`src/rtl/aes_masked_pkg.sv`:
```
// Shared definitions for the masked AES datapath: byte counts, default S-box
// latency, sequencer state encoding and the shared-state byte indexing helper.
package aes_masked_pkg;

    localparam int NBYTES               = 16;
    localparam int DEFAULT_SBOX_LATENCY = 4;

    typedef enum logic [1:0] {
        ST_IDLE  = 2'd0,
        ST_FEED  = 2'd1,
        ST_DRAIN = 2'd2,
        ST_DONE  = 2'd3
    } seq_state_e;

    // LSB of byte k of share i inside a 128*SHARES shared state vector.
    function automatic int SHARED_BYTE_LSB(input int i, input int k);
        return i * 128 + 8 * k;
    endfunction

endpackage

```
`src/rtl/valid_delay_line.sv`:
```
// DEPTH-stage shift register carrying a 1-bit strobe alongside a fixed-latency
// pipeline; the asynchronous clear discards anything in flight.
module valid_delay_line #(
    parameter int DEPTH = 4
) (
    input  logic i_clk,
    input  logic i_rst,
    input  logic i_strobe,
    output logic o_strobe
);

    logic [DEPTH-1:0] r_line;

    always_ff @(posedge i_clk or posedge i_rst) begin
        if (i_rst) begin
            r_line <= '0;
        end else begin
            r_line <= (r_line << 1) | DEPTH'(i_strobe);
        end
    end

    assign o_strobe = r_line[DEPTH-1];

endmodule

```
`src/rtl/masked_subbytes_seq.sv`:
```
// Byte-serial SubBytes sequencer around a pipelined masked S-box.
// Shares are never recombined; a byte is issued only when fresh randomness is present.
//
// state | meaning
// IDLE  | waiting for a shared state
// FEED  | issuing bytes to the S-box, one per cycle with randomness
// DRAIN | all bytes issued, collecting the remaining S-box results
// DONE  | result valid, waiting for the consumer
module masked_subbytes_seq
    import aes_masked_pkg::*;
#(
    parameter int SHARES  = 2,
    parameter int LATENCY = DEFAULT_SBOX_LATENCY
) (
    input  logic                    ClkxCI,
    input  logic                    RstxRI,
    input  logic                    InValidxSI,
    output logic                    InReadyxSO,
    input  logic [128*SHARES-1:0]   StatexDI,
    input  logic                    RndValidxSI,
    output logic                    RndReadyxSO,
    output logic [8*SHARES-1:0]     SboxXxDO,
    input  logic [8*SHARES-1:0]     SboxQxDI,
    output logic                    OutValidxSO,
    input  logic                    OutReadyxSI,
    output logic [128*SHARES-1:0]   StatexDO,
    output logic                    BusyxSO
);

    localparam logic [3:0] LAST_BYTE = 4'(NBYTES - 1);

    seq_state_e              r_fsm;
    seq_state_e              w_fsm_nxt;
    logic [128*SHARES-1:0]   r_state;
    logic [128*SHARES-1:0]   r_result;
    logic [3:0]              r_issue_ptr;
    logic [3:0]              r_write_ptr;
    logic                    w_issue;
    logic                    w_write;
    logic                    w_capture;

    always_comb begin
        w_fsm_nxt   = r_fsm;
        w_issue     = 1'b0;
        w_capture   = 1'b0;
        InReadyxSO  = 1'b0;
        OutValidxSO = 1'b0;
        BusyxSO     = 1'b1;
        case (r_fsm)
            ST_IDLE: begin
                InReadyxSO = 1'b1;
                BusyxSO    = 1'b0;
                if (InValidxSI) begin
                    w_capture = 1'b1;
                    w_fsm_nxt = ST_FEED;
                end
            end
            ST_FEED: begin
                w_issue = RndValidxSI;
                if (RndValidxSI && (r_issue_ptr == LAST_BYTE)) begin
                    w_fsm_nxt = ST_DRAIN;
                end
            end
            ST_DRAIN: begin
                if (w_write && (r_write_ptr == LAST_BYTE)) begin
                    w_fsm_nxt = ST_DONE;
                end
            end
            ST_DONE: begin
                OutValidxSO = 1'b1;
                if (OutReadyxSI) begin
                    w_fsm_nxt = ST_IDLE;
                end
            end
            default: begin
                w_fsm_nxt = ST_IDLE;
            end
        endcase
    end

    assign RndReadyxSO = w_issue;

    // Zero default keeps captured bytes off the S-box input outside their issue cycle.
    always_comb begin
        SboxXxDO = '0;
        if (w_issue) begin
            for (int i = 0; i < SHARES; i++) begin
                SboxXxDO[i*8 +: 8] = r_state[SHARED_BYTE_LSB(i, int'(r_issue_ptr)) +: 8];
            end
        end
    end

    valid_delay_line #(
        .DEPTH (LATENCY)
    ) u_valid_dly (
        .i_clk    (ClkxCI),
        .i_rst    (RstxRI),
        .i_strobe (w_issue),
        .o_strobe (w_write)
    );

    always_ff @(posedge ClkxCI or posedge RstxRI) begin
        if (RstxRI) begin
            r_fsm       <= ST_IDLE;
            r_state     <= '0;
            r_result    <= '0;
            r_issue_ptr <= '0;
            r_write_ptr <= '0;
        end else begin
            r_fsm <= w_fsm_nxt;
            if (w_capture) begin
                r_state     <= StatexDI;
                r_issue_ptr <= '0;
                r_write_ptr <= '0;
            end else begin
                if (w_issue) begin
                    r_issue_ptr <= r_issue_ptr + 4'd1;
                end
                if (w_write) begin
                    for (int i = 0; i < SHARES; i++) begin
                        r_result[SHARED_BYTE_LSB(i, int'(r_write_ptr)) +: 8] <= SboxQxDI[i*8 +: 8];
                    end
                    r_write_ptr <= r_write_ptr + 4'd1;
                end
            end
        end
    end

    assign StatexDO = r_result;

endmodule
```
`config.mk`:
```
export PLATFORM = sky130hd
export DESIGN_NAME = masked_subbytes_seq
export DESIGN_NICKNAME = d
export VERILOG_FILES = /design/src/rtl/aes_masked_pkg.sv /design/src/rtl/valid_delay_line.sv /design/src/rtl/masked_subbytes_seq.sv
export SDC_FILE = /design/constraint.sdc
export NUM_CORES = 1
export LEC_CHECK = 0
export ABC_AREA = 1
export CAP_MARGIN = 20
export CORE_ASPECT_RATIO = 0.7
export CORE_MARGIN = 1
export CORE_UTILIZATION = 30
export CTS_CLUSTER_DIAMETER = 100
export CTS_CLUSTER_SIZE = 10
export DETAILED_ROUTE_END_ITERATION = 12
export GPL_ROUTABILITY_DRIVEN = 0
export PLACE_DENSITY_LB_ADDON = 0.15
export SYNTH_ARGS = -nofsm -noshare
export SYNTH_HDL_FRONTEND = slang
export SYNTH_HIERARCHICAL = 1
export SYNTH_SLANG_ARGS = --single-unit
```
`constraint.sdc`:
```
create_clock -name ClkxCI -period 44.4 [get_ports ClkxCI]
set_clock_uncertainty 0.15 [all_clocks]
set_input_delay 4.44 -clock ClkxCI [delete_from_list [all_inputs] [get_ports ClkxCI]]
set_output_delay 4.44 -clock ClkxCI [all_outputs]
set_load 0.1 [all_outputs]
```
* Yosys cells after proc, flatten, opt, wreduce, memory -nomap -nowiden
Cells that the tools add are included.
Cells by class: bitwise gates (word level) 2, reductions and logical operators 7, shifts and indexed selects 6, add/subtract/negate cells 6, mux-type cells 18, equality and inequality tests 9
Operators with widths (count):
- $bwmux 256 | 2
- $shift 8x33->256 const A | 2
- $shiftx 8x33->256 | 2
- $shiftx 256x10->8 | 1
- $shiftx 256x8->8 | 1
- $neg 7->33 | 1
- $neg 9->33 | 1
- $add 8x7->9 const A | 2
- $mux 16 | 1
- $mux 4 | 4
- $add 4x1->4 const B | 2
- $eq 4x4->1 const B | 2
- $mux 2 | 4
- $ne 2x2->1 const B | 4
- $pmux 2 s4 | 1
- $mux 1 | 6
- $eq 2x2->1 const B | 2
- $or 4x1->4 | 1
- $reduce_and 4->1 | 1
- $reduce_bool 2->1 | 2
- $eq 2x1->1 const B | 1
- $logic_and 1x1->1 | 2
- $logic_not 2->1 | 1
- $reduce_and 2->1 | 1
- $not 1->1 | 1
Storage, ports and cells: input port bits 277, logic and storage cells 54, output and inout port bits 276, register bits after elaboration 526

* Longest topological paths before layout
depth after elaboration 4, depth in mapped cells 15

* Hierarchy
Netlist, hierarchy kept.
By module, submodules not included:
- masked_subbytes_seq | cells an instance 3094, seq. area each 13062.5 um2, area an instance 24868.9 um2, times used 1
- valid_delay_line | cells an instance 5, seq. area each 100.1 um2, area an instance 103.8 um2, times used 1

* Worst setup path after synthesis
OpenSTA, ideal clock, no wires.
kind in2out, start point input RndValidxSI, end point output SboxXxDO[10], required time 39810 ps, data arrival time 6365 ps, path buffers 2, stages on the path 4, setup slack 33445 ps, cell sequence nand2_1 -> clkbuf_1 -> clkbuf_1 -> a21oi_1
On the way: cells in the longest elaborated chain, start to end 2
Ends and longest elaborated chain:
- start, declared | RTL line masked_subbytes_seq.sv:20 | input logic RndValidxSI,
- $mux 1 | RTL line masked_subbytes_seq.sv:49 | case (r_fsm)
- $mux 16 | RTL line masked_subbytes_seq.sv:86 | if (w_issue) begin
- end, declared | RTL line masked_subbytes_seq.sv:22 | output logic [8*SHARES-1:0] SboxXxDO,
Every way passes these cells.

* Final worst setup path
start point input RndValidxSI, end point output SboxXxDO[4]
The elaborated chain is that of the path after synthesis.

==> results.md <==
- Outcome: finished clean
- Leading area contributor after synthesis: dfrtp_1
- Slew Limit Headroom: about 25%
- Final hold violation count: 0
- Area Overhead vs Synth: 31.55%
- Worst Setup EP: SboxXxDO[4]
- Synth Flop Type: dfrtp_1
- I/O Buffers: 552
- Mapped Cells: approximately 3,100
- TritonCTS Buffers: just under 60
- Root Driver: clkbuf_16
- Synth warn: 6
- Register area: approximately 13,000 sq um
- WHS: 196.9 ps
- Rows: 88
- WP data arrival: just under 7000 ps
- Final setup viols: 0
- Synth cell types: 42
- Antenna violations before repair: 7
- Core ar.: about 82,000 sq um
- Hold Path Class: register to register
- Reg2reg path depth: 10
- Starting Density: 30.32%
- Post-DP HPWL: ~71,000 um
- Largest cells by area after synthesis: dfrtp_1 (53%), nand2_1 (15%), o21ai_0 (5.8%)
- Via count: around 23,000
- DIE AREA: between 80,000 and 90,000 sq um
- Final period util: 25.74%
- CP max stage cell: clkdlybuf4s50_1
- Routed WL per cell: approximately 21 um
- WL final: ~100,000 um
- Worst slew pin tran: 1128 ps
- Post-cts repair resize count: 0
- R2R Setup Slk: around 40,000 ps
- Max-cap violations: 0
- Worst setup path startpoint: RndValidxSI
- Vias in the first global route: ~22,000
- Peak supply drop: 48.62 uV
- RSZ-0062 raised after global routing: no
- Area of the multi-input gates: about 10,000 sq um
- Detailed Routing Iterations Pass 1: 5
- Net Count, Synth: about 3,400
- Post-synthesis sequential area ratio: 52.71%
- Share of cells above drive strength 1: a little under 5%
- Fill count: between 8,000 and 9,000
- CTS tree: yes
- # IOs: between 500 and 600
- Initial DRC Count: around 2,100
- Crit path cell chain: clkdlybuf4s50_1, nand2_1, a21oi_1, clkdlybuf4s50_1
- Setup repair bufs after CTS: 0
- Pwr per Cell Area: 74.15 nW/um^2
- # DRC: 0
- Asr flop ratio synth: 100.0%
- Routed Antenna Nets: 0
- Worst-Skew Late Latency: ~640 ps
- Syn Area/Cell: ~8.1 sq um
- Worst R2R End: StatexDO[6]$_DFFE_PP0P_
- Post-synth EDFFs: 0
- First-pass GRT wire length: between 100,000 and 150,000 um
- H-tree depth: 2
- Reg2reg start: r_fsm[0]$_DFFE_PP0P_
- Startpoint Class: input port
- Critical Path Most Common Cell: clkdlybuf4s50_1
- Count of state elements after synthesis: around 530
- Setup TNS Final: 0 ps
- Post-route minimum period: 11,430 ps
- CP required: between 30,000 and 40,000 ps
- Vias per cell: around 4.9
- Worst-path clk slew: 60 ps
- Syn Std Cell Area: 24,970 sq um
- Post-synth top area share: a little over half
- Die W: 346.8 um
- Die Ht: roughly 240 um
- Largest net degree at the start of global routing: approximately 170
- Max clock buf depth: 3
- Total global-route track usage: a little under a quarter
- FMAX: 0.08751 GHz
- WS Path Type: input port to primary output
- Clock Sinks: 526
- Crit end category: primary output
- # hold bufs at CTS: 0
- CP Max Fanout: 20
- Crit-path max cell delay: ~1200 ps
- GRT overflow: 0
- Max Slew Vio Count: 0
- Leakage: about 15 nW
- Final #Nets: 3,848
-- metrics by stage --
stage | area (sq um) | util (%) | power [mW] | setup slack, ps | cells
2_1_floorplan | 24970 | - | 1.630 | 25230 | 3099
3_3_place_gp | 31310 | 38.02 | 2.001 | 33040 | 4579
3_5_place_dp | 31310 | 38.02 | 2.005 | 33010 | 4579
4_1_cts | 32840 | 39.87 | 2.446 | 33000 | 4644
5_1_grt | 32850 | 39.88 | 2.574 | 32870 | 4648
6_report | 32850 | 39.89 | 2.436 | 32970 | 4651
-- worst max-delay path: cells and delay by family --
family / cells / cell delay [ps]
buf+inv: 2 / 1660
simple gates: 1 / 430
compound gates: 1 / 300
-- state kept, by name, indices dropped and copies added, names as in the netlist --
| name | count |
|---|---|
| StatexDO | 256 |
| r_fsm | 2 |
| r_state | 256 |
| r_issue_ptr | 4 |
| u_valid_dly/r_line | 4 |
| r_write_ptr | 4 |
-- report_power, final --
part	switching (mW)	internal (mW)
Combinational	0.984	0.287
Sequential	0.0908	0.642
Clock	0.201	0.231
Total	1.28	1.16
-- cells in the final DEF (no fill, tap or decap), types with 27 or more instances in the layout --
cell type        netlist  layout
a21oi_1              149     149
a31oi_1               44      44
clkbuf_16              0      58
clkdlybuf4s50_1        0     552
dfrtp_1              526     524
inv_1                205     203
nand2_1             1030    1030
nand3_1              155     155
nand4_1               44      44
nor2_1               211     211
nor3_1                43      43
o211ai_1              48      48
o21ai_0              290     290
o22ai_1               27      27
-- per-layer routing --
layer | track usage (%) | vias up | part of all wire (%)
li1 | - | 11050 | -
met1 | 34.60 | 11030 | 49
met2 | 33.05 | 736 | 42
met3 | 4.963 | 128 | 6.9
met4 | 5.088 | 4 | 2.0
met5 | 0 | - | 0.031
-- final cells by class --
type,count,share of cell area [%]
Sequential cell,526,40.09
Multi-Input combinational cell,2173,31.08
Timing Repair Buffer,576,17.40
Clock buffer,61,4.452
Tap cell,1080,4.113
Inverter,224,2.620
Clock inverter,4,0.1866
Antenna cell,7,0.05332
-- worst min path at each step --
stage | from | end | slack (ps) | cells after the start
finish | u_valid_dly/r_line[2]$_DFF_PP0_ | u_valid_dly/r_line[3]$_DFF_PP0_ | 200 | 0
global route | u_valid_dly/r_line[2]$_DFF_PP0_ | u_valid_dly/r_line[3]$_DFF_PP0_ | 210 | 0
CTS | u_valid_dly/r_line[2]$_DFF_PP0_ | u_valid_dly/r_line[3]$_DFF_PP0_ | 200 | 0
detailed placement | u_valid_dly/r_line[2]$_DFF_PP0_ | u_valid_dly/r_line[3]$_DFF_PP0_ | 180 | 0
global placement | u_valid_dly/r_line[1]$_DFF_PP0_ | u_valid_dly/r_line[2]$_DFF_PP0_ | 180 | 0
floorplan | u_valid_dly/r_line[0]$_DFF_PP0_ | u_valid_dly/r_line[1]$_DFF_PP0_ | 180 | 0
-- kinds of logic after synthesis --
| kind of cell | Yosys count | share of synthesized area (%) |
|---|---|---|
| simple gates | 1554 | 26.64 |
| fa+ha+maj | 12 | 0.6012 |
| buf+inv | 400 | 6.468 |
| compound gates | 606 | 13.54 |
| mux | 1 | 0.04008 |
| flops | 526 | 52.71 |
-- synthesized netlist by cell type (14+ instances only) --
master and number:
a21oi_1 149, a31oi_1 44, buf_2 20, clkbuf_1 127
dfrtp_1 526, inv_1 205, inv_2 14, nand2_1 1030
nand3_1 155, nand4_1 44, nor2_1 211, nor3_1 43
o211ai_1 48, o21ai_0 290, o21ai_1 18, o22ai_1 27
(Power assumes the default switching activity.)
